==> src/rtl/shiftreg_n.sv <==
// shiftreg_n: DEPTH-stage enable/clear delay line with per-stage valid,
// runtime read tap, tail port and saturating fill count.
module shiftreg_n #(
  parameter int DATA_WIDTH = 25,
  parameter int DEPTH      = 8,
  parameter int TAP_WIDTH  = 3
) (
  input  logic                  clock,
  input  logic                  reset,
  input  logic                  enable,
  input  logic                  clear,
  input  logic [DATA_WIDTH-1:0] write_data,
  input  logic                  write_valid,
  input  logic [TAP_WIDTH-1:0]  tap_sel,
  output logic [DATA_WIDTH-1:0] read_data,
  output logic                  read_valid,
  output logic [DATA_WIDTH-1:0] tail_data,
  output logic                  tail_valid,
  output logic [TAP_WIDTH:0]    fill_count,
  output logic                  primed,
  output logic                  tap_err
);

  localparam logic [TAP_WIDTH:0] FULL =
    (TAP_WIDTH+1)'(DEPTH);
  localparam logic [TAP_WIDTH:0] ONE =
    (TAP_WIDTH+1)'(1);

  logic [DATA_WIDTH-1:0] stage_q [DEPTH];
  logic [DEPTH-1:0]      vld_q;
  logic [TAP_WIDTH:0]    fill_q;

  always_ff @(posedge clock) begin
    if (reset || (enable && clear)) begin
      for (int i = 0; i < DEPTH; i++) begin
        stage_q[i] <= '0;
      end
      vld_q  <= '0;
      fill_q <= '0;
    end else if (enable) begin
      stage_q[0] <= write_data;
      for (int i = 1; i < DEPTH; i++) begin
        stage_q[i] <= stage_q[i-1];
      end
      vld_q <= {vld_q[DEPTH-2:0], write_valid};
      if (fill_q != FULL) begin
        fill_q <= fill_q + ONE;
      end
    end
  end

  // Decoded mux: an out-of-range tap matches no stage and reads zero.
  always_comb begin
    read_data  = '0;
    read_valid = 1'b0;
    for (int i = 0; i < DEPTH; i++) begin
      if (tap_sel == TAP_WIDTH'(i)) begin
        read_data  = stage_q[i];
        read_valid = vld_q[i];
      end
    end
  end

  assign tap_err    = {1'b0, tap_sel} >= FULL;
  assign tail_data  = stage_q[DEPTH-1];
  assign tail_valid = vld_q[DEPTH-1];
  assign fill_count = fill_q;
  assign primed     = (fill_q == FULL);

endmodule
==> config.mk <==
export PLATFORM = sky130hd
export DESIGN_NAME = shiftreg_n
export DESIGN_NICKNAME = d
export VERILOG_FILES = /design/src/rtl/shiftreg_n.sv
export SDC_FILE = /design/constraint.sdc
export NUM_CORES = 1
export LEC_CHECK = 0
export ABC_AREA = 0
export ABC_CLOCK_PERIOD_IN_PS = 6300
export BUFFER_PORTS_ARGS = -buffer_cell sky130_fd_sc_hd__buf_2
export CAP_MARGIN = 10
export CORE_MARGIN = 4
export CORE_UTILIZATION = 48
export CTS_BUF_LIST = sky130_fd_sc_hd__clkbuf_16
export DETAILED_ROUTE_END_ITERATION = 7
export PLACE_DENSITY_LB_ADDON = 0.15
export REMOVE_ABC_BUFFERS = 1
export SETUP_SLACK_MARGIN = 0.4
export SYNTH_ARGS = -nofsm -noshare
export SYNTH_HDL_FRONTEND = slang
export SYNTH_SLANG_ARGS = --single-unit
==> constraint.sdc <==
create_clock -name clock -period 6.3 [get_ports clock]
set_input_delay 0.63 -clock clock [delete_from_list [all_inputs] [get_ports clock]]
set_output_delay 0.63 -clock clock [all_outputs]
set_load 0.01 [all_outputs]
After elaboration in Yosys (flattened, before gate mapping)
Memories as Yosys holds them, arrays and structs flattened.
Cells that the tools add are included.
- bits in registers: 12
- bits in writable memories: 200
- input bits: 33
- output and inout bits: 58
- logic and storage cells: 54
- memories kept: 1
- $add $sub $neg: 1
- equality and inequality tests: 9
- mux-type cells: 29
- bitwise gates (word level): 8
- reduce and logical (&&, ||, !) cells: 4
- memory list (memory ; depth ; bits a word ; read ports ; clocked after Yosys merged registers in ; write ports ; line ; RTL):
    stage_q ; 8 ; 25 ; 8 ; 0 ; 8 ; 29 ; logic [DATA_WIDTH-1:0] stage_q [DEPTH];
- operators by type and width (cell ; number):
    25-bit two-way mux ; 16
    1-bit two-way mux ; 13
    3-bit equality test, second input constant ; 4
    1-bit bitwise OR ; 8
    3-bit by 2-bit equality test with 1-bit output, second input constant ; 2
    4-bit by 1-bit adder with 4-bit output, second input constant ; 1
    4-bit equality test, second input constant ; 1
    4-bit != test, second input constant ; 1
    3-bit by 1-bit equality test with 1-bit output, second input constant ; 1
    3-bit zero test ; 1
    2-bit AND reduction ; 1
    1-bit logical AND ; 1
    1-bit logical OR ; 1

Logic depth before layout (Yosys ltp)
- word-level depth: 9
- depth in mapped cells: 7
- gate-level depth less buffers: 6

Worst setup path before layout
OpenSTA, ideal clock, no wires.
- path type: input -> register
- from: input enable
- to: memory stage_q[0][0], enable pin
- library setup time: 477 ps
- data arrival time: 3335 ps
- data required time: 5823 ps
- setup slack: 2488 ps
- cell stages on the path: 2
- path buffers: 1
- path through: buf_2 or2_2
- RTL lines (what ; line ; RTL):
    from (decl) ; 10 ; input logic enable,
    to (decl) ; 29 ;

Worst setup path after layout
- from: input tap_sel[1]
- to: output read_data[22]
- cells in the longest elaborated chain, start to end: 9
- elaborated cells on any way between the ends: 16
- classes of those cells: 7 x eq/ne; 8 x mux; 1 x reduce/logical
- RTL lines (what ; line ; RTL):
    from (decl) ; 14 ; input logic [TAP_WIDTH-1:0] tap_sel,
    3-bit zero test ; 57 ; if (tap_sel == TAP_WIDTH'(i)) begin
    25-bit two-way mux (7 in a row) ; 57 ;
    25-bit two-way mux (*) ; 57 ;
    to (decl) ; 15 ; output logic [DATA_WIDTH-1:0] read_data,
Mark *: on every way between the ends. The rest lies on a longest branch, timed or not.

==> results by group <==
Place
  • Final Wtd Congestion: around 0.75
  • Hpwl dp: 11930 microns
  • Post-place instance area: 0.01081 sq mm
  • Port bufs: 89

Worst setup path
  • Crit path max fanout: 78
  • RR Endpoint: fill_count[1]$_SDFFE_PP0P_
  • Req. time, crit path: 5.67 ns
  • Crit path DAT: 2.88 ns
  • FF-to-FF setup slack: 4.91 ns
  • FF-to-FF Start: fill_count[0]$_SDFFE_PP0P_
  • Critical path launch point type: primary input
  • Crit. Startpoint: tap_sel[1]
  • Crit path capture type: output port
  • FF-to-FF path depth: 6
  • WS Path Type: primary input to output port

Floorplanning
  • DIE WIDTH: ~160 microns
  • Num rows: 53
  • Full die area: between 0.02 and 0.025 sq mm
  • Chip height: approximately 160 microns
  • # IOs: 91
  • Core footprint: roughly 0.021 sq mm
  • Initial Util: 49.15%

Clock tree
  • Post-cts hold buffer count: 0
  • Post-cts resize count: 0
  • Post-CTS setup buffer count: 0
  • CTS Buffer Depth: 3
  • TritonCTS Buffers: 24
  • Clock Pin Slew Worst Setup and Hold Paths: around 0.06 ns
  • Clock root buffer: clkbuf_16
  • Htree depth: 1
  • Sinks on the clock net: 212
  • Clk_lat worst skew: 0.51 ns
  • CTS tree: done

Timing
  • Period utilisation layout: 55.77%
  • Worst slew margin: 21.35%
  • Measured slew at the worst slew-check pin: 1.180 ns
  • Final slew viol count: 0
  • RSZ-0062 raised after global routing: false
  • Setup-failing EPs final: 0
  • Setup TNS Final: 0 ns
  • Fmax: 284.6 MHz
  • Layout Skew: 0.008478 ns
  • Final min period: 3.513 ns
  • Final Hold Viols: 0
  • Final hold slack: slightly below 0.4 ns

Global routing
  • Pin count of the biggest net entering global routing: ~200
  • First-pass GRT wire length: 35200 microns
  • Number of global-route vias before repair: about 6400
  • GRT overflow: 0
  • Total GRT Usage: between 10% and 20%
  • Initial antenna violation count: 0

Finish
  • Antenna cell count: 0
  • Layout cells sized above 1: a little over a fifth
  • Area occupied by multi-input gates: between 0.003 and 0.004 sq mm
  • Area grow syn2layout: 10.67%
  • Fin area: 0.01151 sq mm
  • Fill count: 1806
  • Nets: between 800 and 900
  • Reg area: 0.006246 sq mm

Drt
  • 1st-iter DRT viols: 487
  • Total Wirelength: 21580 microns
  • Routed via count: between 6000 and 7000
  • DRC Markers: 0
  • Vias per cell: around 5.7
  • Remaining antenna violation count: 0
  • Avg WL per Cell: approximately 20 microns
  • DRT Pass-1 Iters: 5

Run status
  • Status: completed

Yosys
  • Ranking of synthesized cells by area: edfxtp_1 (58%), and2_1 (12%), mux4_2 (5.6%)
  • Top-area cell type share of the netlist area: 57.77%
  • Yosys reg bits: 212
  • Mean Syn Cell Area: 13.57 sq um
  • Synth Instances: ~770
  • Leading area contributor after synthesis: edfxtp_1
  • Synth Warn #: 0
  • Seq/Total Area, Yosys: around three fifths
  • Synth unique cells: 34
  • Mapped cell area: 0.01040 sq mm

Worst hold path
  • HP Class: primary input to flop
  • Worst hold path startpoint: write_valid
  • Worst hold path endpoint: vld_q[0]$_SDFFE_PP0P_
  • Worst Hold Path Cells: 3

Pwr
  • Worst vdd ir: 0.1647 mV
  • Power per cell area: 277.2 mW/mm^2
  • Leakage: 4.482 nW

Run
  • Max cap viols: 0
[flip-flops by register name (all words and copies together) (netlist names)]
register	cells
fill_count	4
stage_q	200
vld_q	8
[worst max-delay path by stage]
| stage | end | slack (ns) | cells after the start |
|---|---|---|---|
| 5_1_grt | read_data[0] | 2.62 | 7 |
| 3_5_place_dp | read_data[22] | 2.80 | 7 |
| 6_report | read_data[22] | 2.79 | 7 |
| 3_3_place_gp | read_data[22] | 2.83 | 7 |
| 4_1_cts | read_data[22] | 2.79 | 7 |
| 2_1_floorplan | stage_q[0][0]$_SDFFCE_PN0P_ | 2.52 | 2 |
[where the power goes]
group          total [mW]  switching [mW]  internal [mW]
Combinational       0.277           0.161          0.116
Sequential           1.67          0.0474           1.63
Clock                1.24           0.530          0.708
[through the flow]
stage	power [mW]	worst slack, ns	utilization [%]	cells
CTS	3.227	2.790	54.39	1096
detailed placement	1.981	2.798	51.10	1054
finish	3.189	2.787	54.39	1096
global route	3.330	2.623	54.39	1096
floorplan	1.850	2.515	-	683
global placement	1.972	2.833	51.10	1054
[cell usage in the layout (no fill, tap or decap), drive strengths merged, types with 3 or more instances in the layout]
cell type	instances
dfxtp	12
o21ai	26
buf	96
mux4	26
nand2b	23
a21oi	26
a32o	24
mux2i	33
and2	201
inv	14
nor2b	3
a2111oi	24
a21boi	23
clkbuf	25
edfxtp	200
mux2	3
nor2	36
clkinv	6
[per-layer routing]
metal | global-route usage [%] | share of wire [%]
met5 | 0 | 0
met4 | 3.960 | 1.9
met3 | 3.004 | 6.0
met2 | 28.97 | 47
met1 | 25.78 | 45
[synthesized netlist by cell type]
| cell type | count |
|---|---|
| nand4_1 | 1 |
| dfxtp_1 | 12 |
| mux4_2 | 26 |
| o21ai_0 | 26 |
| a21boi_0 | 23 |
| nand2_1 | 2 |
| a22oi_1 | 2 |
| ha_1 | 2 |
| a21o_1 | 1 |
| inv_1 | 4 |
| or2_2 | 1 |
| clkbuf_1 | 34 |
| o211ai_1 | 2 |
| mux2i_1 | 33 |
| buf_2 | 16 |
| a2111oi_0 | 5 |
| xor2_1 | 2 |
| a2bb2oi_1 | 1 |
| a21oi_1 | 26 |
| and2_1 | 201 |
| nand3_1 | 1 |
| a32o_1 | 24 |
| buf_6 | 7 |
| xnor2_1 | 1 |
| conb_1 | 1 |
| edfxtp_1 | 200 |
| nand3b_1 | 1 |
| nor3b_2 | 1 |
| nor2b_1 | 3 |
| nand2b_1 | 23 |
| buf_4 | 26 |
| mux2_2 | 3 |
| nor2_1 | 36 |
| a2111oi_2 | 19 |
[critical path, stage by stage]
cell and delay [ns]:
buf_4 0.32, buf_4 0.85, mux2_2 0.42, a22oi_1 0.19
a21oi_1 0.09, a32o_1 0.22, buf_2 0.14
[cell type report]
class                      instances  share of cell area (%)
sequential                       212                   54.28
multi-input combinational        467                   32.07
clock buffer                      25                   5.437
timing repair buffer              96                   4.480
tap                              275                   2.990
clock inverter                    17                  0.6090
inverter                           4                  0.1305
[cells by family (layout without fill, tap and decap cells)]
| family | Yosys count | after routing | synth area share (%) |
|---|---|---|---|
| other | 1 | 1 | 0.03607 |
| adder cells (fa/ha/maj) | 2 | 2 | 0.2407 |
| flip-flops | 212 | 212 | 60.08 |
| buffers and inverters | 87 | 142 | 4.778 |
| AND/OR/NAND/NOR | 270 | 270 | 15.39 |
| XOR/XNOR | 3 | 3 | 0.2528 |
| multiplexers | 62 | 62 | 9.135 |
| AO/OA/AOI/OAI | 129 | 129 | 10.09 |
(Power assumes the default switching activity.)
